### src/rtl/inst_fetch_unit.sv
// Instruction fetch unit: accepts a PC, issues one word-aligned memory read at a time,
// and queues {pc, inst} pairs in a small FIFO for the decode stage.
module inst_fetch_unit #(
  parameter int INST_ADDR_WIDTH = 32,
  parameter int INST_WIDTH      = 32,
  parameter int FIFO_DEPTH      = 2
) (
  input  logic                               clock,
  input  logic                               reset,
  input  logic [INST_ADDR_WIDTH-1:0]         progCnter,
  input  logic                               chipEnable,
  output logic                               pcReady,
  input  logic                               flush,
  output logic                               memReq,
  output logic [INST_ADDR_WIDTH-1:0]         memAddr,
  input  logic                               memGnt,
  input  logic                               memRvalid,
  input  logic [INST_WIDTH-1:0]              memRdata,
  output logic                               instValid,
  output logic [INST_WIDTH-1:0]              instData,
  output logic [INST_ADDR_WIDTH-1:0]         instPc,
  input  logic                               instReady,
  output logic [1:0]                         dbgState,
  output logic [$clog2(FIFO_DEPTH+1)-1:0]    dbgCount
);

  localparam int PTR_W = $clog2(FIFO_DEPTH);
  localparam int CNT_W = $clog2(FIFO_DEPTH + 1);

  typedef enum logic [1:0] {
    IDLE = 2'd0,
    REQ  = 2'd1,
    WAIT = 2'd2
  } state_e;

  state_e                       state_q;
  logic [INST_ADDR_WIDTH-1:0]   req_pc_q;
  logic                         mem_req_q;
  logic                         drop_q;
  logic [CNT_W-1:0]             count_q, count_d;
  logic [PTR_W-1:0]             wr_ptr_q, wr_ptr_d;
  logic [PTR_W-1:0]             rd_ptr_q, rd_ptr_d;
  logic [INST_ADDR_WIDTH-1:0]   pc_mem   [FIFO_DEPTH];
  logic [INST_WIDTH-1:0]        inst_mem [FIFO_DEPTH];
  logic                         push;
  logic                         pop;

  // Handshakes: progCnter transfers when chipEnable & pcReady; memory request transfers when
  // memReq & memGnt; decode pops when instValid & instReady. Producers hold values until transfer.
  assign pcReady = (state_q == IDLE) && chipEnable && (count_q < CNT_W'(FIFO_DEPTH)) && !flush;

  // Buffer room is checked at acceptance and only one fetch is ever in flight, so push never overflows.
  assign push = (state_q == WAIT) && memRvalid && !drop_q && !flush;
  assign pop  = instValid && instReady;

  always_ff @(posedge clock or negedge reset) begin
    if (!reset) begin
      state_q   <= IDLE;
      req_pc_q  <= '0;
      mem_req_q <= 1'b0;
      drop_q    <= 1'b0;
    end else begin
      case (state_q)
        IDLE: begin
          if (pcReady) begin
            req_pc_q  <= progCnter;
            mem_req_q <= 1'b1;
            state_q   <= REQ;
          end
        end
        REQ: begin
          if (memGnt) begin
            mem_req_q <= 1'b0;
            drop_q    <= flush;
            state_q   <= WAIT;
          end else if (flush) begin
            mem_req_q <= 1'b0;
            state_q   <= IDLE;
          end
        end
        WAIT: begin
          if (memRvalid) begin
            drop_q  <= 1'b0;
            state_q <= IDLE;
          end else if (flush) begin
            drop_q <= 1'b1;
          end
        end
        default: begin
          mem_req_q <= 1'b0;
          drop_q    <= 1'b0;
          state_q   <= IDLE;
        end
      endcase
    end
  end

  always_comb begin
    count_d  = count_q;
    wr_ptr_d = wr_ptr_q;
    rd_ptr_d = rd_ptr_q;
    if (flush) begin
      count_d  = '0;
      wr_ptr_d = '0;
      rd_ptr_d = '0;
    end else begin
      if (push) wr_ptr_d = wr_ptr_q + PTR_W'(1);
      if (pop)  rd_ptr_d = rd_ptr_q + PTR_W'(1);
      if (push && !pop)      count_d = count_q + CNT_W'(1);
      else if (!push && pop) count_d = count_q - CNT_W'(1);
    end
  end

  always_ff @(posedge clock or negedge reset) begin
    if (!reset) begin
      count_q  <= '0;
      wr_ptr_q <= '0;
      rd_ptr_q <= '0;
    end else begin
      count_q  <= count_d;
      wr_ptr_q <= wr_ptr_d;
      rd_ptr_q <= rd_ptr_d;
    end
  end

  // Storage needs no reset: entries are only visible while count covers them.
  always_ff @(posedge clock) begin
    if (push) begin
      pc_mem[wr_ptr_q]   <= req_pc_q;
      inst_mem[wr_ptr_q] <= memRdata;
    end
  end

  assign memReq    = mem_req_q;
  assign memAddr   = {req_pc_q[INST_ADDR_WIDTH-1:2], 2'b00};
  assign instValid = (count_q != '0);
  assign instData  = instValid ? inst_mem[rd_ptr_q] : '0;
  assign instPc    = instValid ? pc_mem[rd_ptr_q] : '0;
  assign dbgState  = state_q;
  assign dbgCount  = count_q;

endmodule

### config.mk
export PLATFORM = sky130hd
export DESIGN_NAME = inst_fetch_unit
export DESIGN_NICKNAME = d
export VERILOG_FILES = /design/src/rtl/inst_fetch_unit.sv
export SDC_FILE = /design/constraint.sdc
export NUM_CORES = 1
export LEC_CHECK = 0
export ABC_AREA = 1
export BUFFER_PORTS_ARGS = -buffer_cell sky130_fd_sc_hd__buf_2
export CAP_MARGIN = 20
export CORE_AREA = 2 2 122 124
export DETAILED_ROUTE_END_ITERATION = 6
export DIE_AREA = 0 0 124 126
export PLACE_DENSITY = 0.76
export SYNTH_ARGS = -nofsm -noshare
export SYNTH_HDL_FRONTEND = slang
export SYNTH_SLANG_ARGS = --single-unit
### constraint.sdc
create_clock -name clock -period 4.4 [get_ports clock]
set_clock_uncertainty 0.15 [all_clocks]
set_input_delay 0.22 -clock clock [delete_from_list [all_inputs] [get_ports clock]]
set_output_delay 0.22 -clock clock [all_outputs]
set_load 0.05 [all_outputs]
==> results of run 1 <==
kinds of logic (layout without fill, tap and decap cells):
| kind of cell | Yosys count | count (layout) | synth area share |
|---|---|---|---|
| AOI/OAI and AO/OA | 71 | 71 | 0.0529 |
| DFF | 168 | 168 | 0.719 |
| buffers and inverters | 72 | 287 | 0.0659 |
| other | 1 | 2 | 0.000556 |
| and+or+nand+nor | 270 | 270 | 0.154 |
| adders and majority gates | 4 | 4 | 0.00743 |
final cells by class:
cell class	instances	area (sq um)
multi-input combinational	347	1480
clock inverter	6	68.8
tap	184	230
fill	1124	5560
inverter	13	48.8
clock buffer	26	489
sequential	168	4850
timing repair buffer	242	1590
critical path, delay by kind of cell (launching register included):
family                   cells  cell delay [ns]
buffers and inverters        4             1.22
AND/OR/NAND/NOR              2             0.46
flip-flops                   1             0.40
adder cells (fa/ha/maj)      1             0.22
flip-flops by register name, indices dropped and copies added (netlist names):
| name | count |
|---|---|
| dbgState | 2 |
| memReq | 1 |
| inst_mem | 64 |
| pc_mem | 64 |
| drop_q | 1 |
| req_pc_q | 32 |
| rd_ptr_q | 1 |
| dbgCount | 2 |
| wr_ptr_q | 1 |
what timing repair did:
action,CTS,global route
setup endpoints to repair,0,0
endpoints found under the hold margin,137,0
hold buffers,66,0
where the power goes:
part | internal [mW] | leakage (nW) | switching (mW) | total [mW]
registers | 1.99 | 1.66 | 0.177 | 2.17
logic | 0.426 | 1.94 | 1.55 | 1.98
clock network | 0.826 | 0.257 | 0.561 | 1.39
final timing paths:
path / startpoint / to
setup / recovery: dbgState[0] / pcReady
min in group asynchronous: reset / req_pc_q[12]
hold / removal: memGnt / dbgState[1]
max in group asynchronous: reset / rd_ptr_q
setup reg to reg: dbgState[0] / pc_mem[0][3]
hold reg to reg: memReq / memReq
metal layers:
layer,GRT usage,wire length (um)
met3,0.0539,999
met5,0,0
met4,0.0727,270
met2,0.335,7650
met1,0.222,6090
metrics by stage:
| stage | std cells | power [mW] | hold slack (ns) |
|---|---|---|---|
| after floorplan | 587 | 3.84 | -0.226 |
| after global placement | 887 | 4.09 | 0.254 |
| after detailed placement | 888 | 4.13 | 0.262 |
| after CTS | 986 | 5.56 | 0.0177 |
| after global routing | 986 | 5.79 | 0.0565 |
| final | 986 | 5.54 | 0.0347 |
placed cells by master (no fill, tap or decap), types with 4 or more instances in the layout:
cell           synthesis  routed
a21oi_1               66      66
buf_2                 16     171
clkbuf_1               2       6
clkbuf_16              0      17
clkinvlp_4             0       4
dfrtp_1               40      39
dlygate4sd3_1          0      66
edfxtp_1             128     128
ha_1                   4       4
inv_1                 11      10
nand2_1              249     249
nand3_1                6       6
nand4_1                5       5
nor2_1                 8       5
==> results.yml, run 1 <==
drt:
  via_per_inst: 4.87
  drtIter0Drc: 301
  final_antenna_net_count: 0
  drcViolationCount: 0
  first_pass_iters: 6
  wire_per_inst_um: 15.2
  via_count: 4802
  totalWireLength_um: 15000
cells_and_area:
  stdcell_area_sq_um: 8750
  layout-drive-gt1-share: 0.261
  area_growth_pct: 29.9
  num_antenna_cells: 0
  fin_nets: 864
  fin_util: 0.611
die:
  initial_utilization: 0.471
  die-area_sq_um: 15600
  core_sq_um: 14300
  die_w_um: 124
  io_pins: 174
  fp-row-count: 44
  die_height_um: 126
worst_setup_path:
  critical_path_class: "reg -> out"
  r2r.worst_path.cells: 7
  cp_data_arrival_time_ns: 2.73
  crit_chain: "inv_1, ha_1, nand2_1, clkinv_1, nand2_2, inv_2, buf_2"
  crit_required_ns: 4.03
  slowest_stage: "inv_2"
  ff2ff_setup_slack_ns: 1.86
  crit_fanout: 34
  crit_path_end_kind: "output pin"
  max_stage_delay_ns: 0.67
  start_kind: "register"
global_routing:
  overflow: 0
  grt_max_degree: 65
  grt_pass1_vias: 4569
  grtUsageTotal: 0.192
  grt_pass1_wl_um: 22600
  antenna_found_initial: 0
pwr:
  powerDensity_nw_per_um2: 633
  total_leakage_power_nw: 3.86
  vdd_drop_max_mv: 0.394
sta:
  fmax_mhz: 323
  relSlewSlack: 0.275
  final-hold-violation-count: 0
  layout_setup_ws_ns: 1.30
  min_period_ns: 3.10
  timing.final.crit_share: 0.704
  drv_slew: 0
  rsz0062_at_grt: "false"
  setup-tns-final_ns: 0
  finalSetupViolCount: 0
  tightest_slew_ns: 1.08
clocking:
  clk_root_buffer_cell: "clkbuf_16"
  insertion_delay_ns: 0.41
  cts.sinks: 168
  clockBufferDepth: 2
  path_clk_slew_ns: 0.06
  htreeDepth: 4
  numCtsBuffers: 17
  cts_setup_buffers: 0
  cts-resized-gates: 0
  cts_tree: "done"
min_path:
  hold_class: "in -> reg"
  min_delay_path_depth: 5
outcome:
  outcome: "finished clean"
yosys:
  avgSynthCellArea_sq_um: 11.5
  synth.area.top_cells: "edfxtp_1 57%, dfrtp_1 15%, nand2_1 14%"
  synthFlopType: "edfxtp_1"
  synth_seq_area_share: 0.719
  synth_cell_types: 20
  synthCells: 586
  synth.most_common_cell: "nand2_1"
  ys_warn_count: 0
  synthesis.area_sq_um: 6740
  yosysTopAreaCell: "edfxtp_1"
  ys_seq_elements: 168
  synth-edff-count: 128
  synth_top_area_share: 0.570
  synth_top_cells_by_count: "249 x nand2_1, 128 x edfxtp_1, 66 x a21oi_1"
  async_flop_share: 0.238
job:
  cap_violations: 0
placement:
  dp_hpwl_um: 8690
  port_buffers: 171
  placed_cell_area_sq_um: 7530
  gp_congestion: 0.821
  post-place-ws_ns: 1.73
Note: power is estimated with default switching activity, not from simulation.
==> run 2, diff against run 1 <==
==> constraint.sdc (replaced) <==
create_clock -name clock -period 2.8 [get_ports clock]
set_clock_uncertainty 0.15 [all_clocks]
set_input_delay 0.14 -clock clock [delete_from_list [all_inputs] [get_ports clock]]
set_output_delay 0.14 -clock clock [all_outputs]
set_load 0.05 [all_outputs]
==> run 2 against run 1 <==
  * The flow now finishes with violations (negative hold slack)
  * First-iteration DRC count is 9.3% higher
  * Final cell count is 1.0% higher
  * Register-to-register slack worse by 1.3 ns
  * Clock power is 60% higher
  * Via count is 0.31% higher
  * Power is 58% higher
  * Routed wire length is 1.1% higher
  * Flip-flop and latch count stayed put
  * Cell area is 0.99% higher
  * Count of clock-buffer cells in the layout is 7 lower
  * Sequential power is 57% higher
==> results.yml, run 2 (synthesized netlist as in run 1, its figures left out) <==
die:
  die_w_um: 124
  die_height_um: 126
  io_pins: 174
  die-area_sq_um: 15600
  fp-row-count: 44
  initial_utilization: 0.471
  core_sq_um: 14300
sta:
  drv_slew: 0
  hold_slack_ns: -0.00980
  final-hold-violation-count: 11
  min_period_ns: 2.28
  finalSetupViolCount: 0
  timing.final.crit_share: 0.813
  rsz0062_at_grt: "false"
  fmax_mhz: 439
  setup-tns-final_ns: 0
placement:
  port_buffers: 171
  gp_congestion: 0.800
  dp_hpwl_um: 8790
global_routing:
  antenna_found_initial: 1
  grtUsageTotal: 0.199
  grt_max_degree: 68
  grt_pass1_wl_um: 23300
  overflow: 0
  grt_pass1_vias: 4805
worst_setup_path:
  ff2ff_setup_slack_ns: 0.57
  cp_data_arrival_time_ns: 1.99
  crit_required_ns: 2.51
  critical_path_class: "reg -> out"
  start_kind: "register"
  crit_fanout: 20
  crit_path_end_kind: "output pin"
cells_and_area:
  area_growth_pct: 31.1
  layout-drive-gt1-share: 0.270
  layout_commonest_cell: "nand2_1"
  fin_nets: 873
  reg_top3: "inst_mem (64), pc_mem (64), req_pc_q (32)"
  fin_util: 0.617
  most-common-layout-cells: "249 x nand2_1, 171 x buf_2, 128 x edfxtp_1, 69 x dlygate4sd3_1, 66 x a21oi_1"
pwr:
  vdd_drop_max_mv: 0.728
  total_leakage_power_nw: 3.91
  powerDensity_nw_per_um2: 992
clocking:
  clockBufferDepth: 2
  clk_root_buffer_cell: "clkbuf_16"
  cts_hold_buffers: 69
  htreeDepth: 4
  insertion_delay_ns: 0.42
  path_clk_slew_ns: 0.06
  cts_tree: "done"
  cts_setup_buffers: 0
  cts-resized-gates: 0
  numCtsBuffers: 17
  cts.sinks: 168
drt:
  totalWireLength_um: 15200
  drtIter0Drc: 329
  wire_per_inst_um: 15.2
  drcViolationCount: 0
  via_count: 4817
  first_pass_iters: 5
  final_antenna_net_count: 0
  via_per_inst: 4.84
outcome:
  outcome: "finished with violations"
  violations: "negative hold slack"
job:
  cap_violations: 0
min_path:
  hold_class: "in -> async"
run 2: changes by cell type in the layout (fill, tap and decap cells not counted):
cell and change:
clkinvlp_4 -1, clkinv_2 +3, dfrtp_1 -2, bufinv_16 +1, buf_4 +6, clkbuf_8 -3, clkbuf_1 -4, dfrtp_2 +2
clkinv_1 +2, clkinv_4 +2, dlygate4sd3_1 +3, diode_2 +1
run 2: area by class of cell:
| type | count | area [sq um] |
|---|---|---|
| inverters | 13 | 48.8 |
| diodes | 1 | 2.50 |
| clock buffers | 19 | 433 |
| repair buffers | 251 | 1670 |
| well taps | 184 | 230 |
| flip-flops and latches | 168 | 4850 |
| clock inverters | 13 | 131 |
| multi-input cells | 347 | 1480 |
| fillers | 1115 | 5480 |
run 2: metrics by stage:
step	worst slack [ns]	cell area (sq um)	cells	hold WS [ns]	power [mW]
global route	0.352	8840	996	0.0174	9.19
global placement	0.644	7560	893	0.177	6.45
finish	0.525	8840	996	-0.00980	8.77
detailed placement	0.597	7560	893	0.182	6.51
floorplan	0.0531	6760	587	-0.306	6.04
CTS	0.516	8810	994	0.186	8.81
run 2: critical path, stage by stage (launching register included):
cell and delay [ns]:
dfrtp_2 0.42, inv_1 0.11, ha_1 0.22, nand2_1 0.07
clkinv_1 0.06, nand2_2 0.05, inv_2 0.29, buf_2 0.34
run 2: final timing paths:
path                                  start      endpoint  cells after the start
min in group clock               chipEnable  req_pc_q[26]                      7
worst min register to register  req_pc_q[0]  pc_mem[0][0]                      0
worst max-delay path            dbgState[1]       pcReady                      7
worst max register to register  dbgState[0]  pc_mem[0][7]                      7
max in group asynchronous             reset      rd_ptr_q                      3
worst min-delay path                  reset  req_pc_q[19]                      2
run 2: power breakdown:
part | internal (mW) | switching [mW] | leakage (nW)
clock | 1.30 | 0.916 | 0.268
combinational | 0.694 | 2.45 | 1.99
sequential | 3.14 | 0.271 | 1.66
run 2: metal layers:
layer / track usage / up-vias / wire, um / part of all wire
li1: - / 2352 / - / -
met1: 0.231 / 2268 / 6060 / 0.40
met2: 0.342 / 172 / 7680 / 0.51
met3: 0.0616 / 25 / 1130 / 0.074
met4: 0.0800 / 0 / 312 / 0.021
met5: 0 / - / 0 / 0
==> run 3, diff against run 2 <==
--- a/config.mk
+++ b/config.mk
@@ -8,10 +8,10 @@
 export ABC_AREA = 1
 export BUFFER_PORTS_ARGS = -buffer_cell sky130_fd_sc_hd__buf_2
 export CAP_MARGIN = 20
-export CORE_AREA = 2 2 122 124
+export CORE_AREA = 2 2 116 118
 export DETAILED_ROUTE_END_ITERATION = 6
-export DIE_AREA = 0 0 124 126
-export PLACE_DENSITY = 0.76
+export DIE_AREA = 0 0 118 120
+export PLACE_DENSITY = 0.8
 export SYNTH_ARGS = -nofsm -noshare
 export SYNTH_HDL_FRONTEND = slang
 export SYNTH_SLANG_ARGS = --single-unit
==> constraint.sdc (replaced) <==
create_clock -name clock -period 2.2 [get_ports clock]
set_clock_uncertainty 0.15 [all_clocks]
set_input_delay 0.11 -clock clock [delete_from_list [all_inputs] [get_ports clock]]
set_output_delay 0.11 -clock clock [all_outputs]
set_load 0.05 [all_outputs]
==> run 3 against run 2 <==
  * The flow now finishes without violations
  * Worst setup slack worse by 0.44 ns
  * Sequential power rose by 28%
  * Count of clock-buffer cells in the layout decreased by 1
  * Largest cell class unchanged
  * Highest routed layer unchanged
  * Global-route usage grew 2.7 points
==> results.yml, run 3 (synthesized netlist as in run 1, its figures left out) <==
worst_setup_path:
  slowest_stage: "dfrtp_4"
  crit_chain: "inv_4, buf_12, nand2_1, a21oi_1, clkbuf_4"
  crit_path_end_kind: "output pin"
  r2r.worst_path.cells: 7
  cp_data_arrival_time_ns: 1.85
  r2r_end: "pc_mem[0][11]"
  start_kind: "register"
  max_stage_delay_ns: 0.59
  ff2ff_setup_slack_ns: 0.27
  crit_required_ns: 1.94
  critical_path_class: "reg -> out"
  r2r-start: "dbgState[0]"
  crit_fanout: 22
placement:
  port_buffers: 171
  dpl.cell_count: 889
  dp_hpwl_um: 9460
  gp_congestion: 0.796
  placed_cell_area_sq_um: 7830
sta:
  fmax_mhz: 473
  final-hold-violation-count: 0
  finalSetupViolCount: 0
  min_period_ns: 2.11
  tightest_slew_ns: 0.529
  drv_slew: 0
  timing.final.crit_share: 0.961
  relSlewSlack: 0.648
  setup-tns-final_ns: 0
  rsz0062_at_grt: "false"
die:
  core_sq_um: 13000
  die-area_sq_um: 14200
  io_pins: 174
  fp-row-count: 42
  die_height_um: 120
  initial_utilization: 0.519
  die_w_um: 118
cells_and_area:
  fillers: 887
  fin_nets: 877
  reg_top3: "inst_mem (64), pc_mem (64), req_pc_q (32)"
  layout_commonest_cell: "nand2_1"
  fin_util: 0.707
  layout-drive-gt1-share: 0.344
  num_antenna_cells: 0
  most-common-layout-cells: "247 x nand2_1, 150 x buf_2, 128 x edfxtp_1, 69 x dlygate4sd3_1, 49 x a21oi_2"
  stdcell_area_sq_um: 9170
  area_growth_pct: 36.1
  fin_cells: 991
drt:
  wire_per_inst_um: 16.0
  drcViolationCount: 0
  final_antenna_net_count: 0
  via_per_inst: 4.99
  first_pass_iters: 5
  via_count: 4942
  totalWireLength_um: 15900
  drtIter0Drc: 373
global_routing:
  grtUsageTotal: 0.226
  antenna_found_initial: 0
  overflow: 0
  grt_pass1_wl_um: 24900
  grt_max_degree: 45
  grt_pass1_vias: 5127
outcome:
  outcome: "finished clean"
clocking:
  path_clk_slew_ns: 0.07
  cts_setup_buffers: 0
  clk_root_buffer_cell: "clkbuf_16"
  insertion_delay_ns: 0.41
  htreeDepth: 4
  cts_tree: "done"
  clockBufferDepth: 2
  cts.sinks: 168
  numCtsBuffers: 17
pwr:
  powerDensity_nw_per_um2: 1250
  vdd_drop_max_mv: 0.923
  total_leakage_power_nw: 3.94
min_path:
  hold_class: "in -> async"
job:
  cap_violations: 0
[run 3: changes by cell type in the layout (fill, tap and decap cells not counted), sizes merged]
cell    before  now
clkbuf      19   35
diode        1    0
bufinv       2    1
buf        182  169
clkinv       9    5
inv         12   18
[run 3: how the worst max path moves through the flow]
stage / startpoint / end
3_3_place_gp: dbgState[0] / pc_mem[0][17]
6_report: rd_ptr_q / instData[1]
4_1_cts: rd_ptr_q / instPc[22]
5_1_grt: rd_ptr_q / instPc[2]
2_1_floorplan: dbgState[0] / inst_mem[0][0]
3_5_place_dp: dbgState[0] / pc_mem[0][13]
[run 3: worst max-delay path, delay by kind of cell, from the launching register on]
| kind | cells | cell delay, ns |
|---|---|---|
| DFF | 1 | 0.59 |
| AOI/OAI and AO/OA | 1 | 0.19 |
| buffers and inverters | 3 | 0.59 |
| and+or+nand+nor | 1 | 0.07 |
[run 3: area by class of cell]
| class | instances | area [sq um] | area share |
|---|---|---|---|
| Timing Repair Buffer | 255 | 1800 | 0.196 |
| Multi-Input combinational cell | 347 | 1690 | 0.184 |
| Clock inverter | 14 | 135 | 0.0147 |
| Sequential cell | 168 | 4850 | 0.529 |
| Clock buffer | 18 | 429 | 0.0468 |
| Tap cell | 176 | 220 | 0.0240 |
| Inverter | 13 | 53.8 | 0.00586 |
[run 3: per-stage QoR]
step	power (mW)	setup slack (ns)	hold slack [ns]
after detailed placement	8.49	0.276	-0.0388
after global placement	8.38	0.352	-0.0510
after global routing	11.9	0.00519	0.108
final	11.4	0.0855	0.0562
after floorplan	7.84	-0.388	-0.336
after CTS	11.4	0.0184	0.0615
[run 3: routing by layer]
layer  routed length (um)  up-vias  part of all wire  global-route usage
li1                     -     2361                 -                   -
met1                 6310     2354              0.40               0.267
met2                 8250      212              0.52               0.402
met3                 1150       15             0.073              0.0651
met4                  150        0            0.0095              0.0670
met5                    0        -                 0                   0
[run 3: power by group]
| part | internal, mW | total, mW | switching (mW) |
|---|---|---|---|
| combinational | 1.02 | 4.26 | 3.24 |
| clock | 1.58 | 2.80 | 1.22 |
| sequential | 3.99 | 4.37 | 0.374 |
| total | 6.59 | 11.4 | 4.83 |
[run 3: repair_timing]
| item | in CTS | in global routing |
|---|---|---|
| gates resized for setup | 3 | 26 |
| hold buffers | 69 | 0 |
| gates cloned | 0 | 1 |
| hold endpoints to repair | 123 | 0 |
| setup endpoints to repair | 3 | 42 |
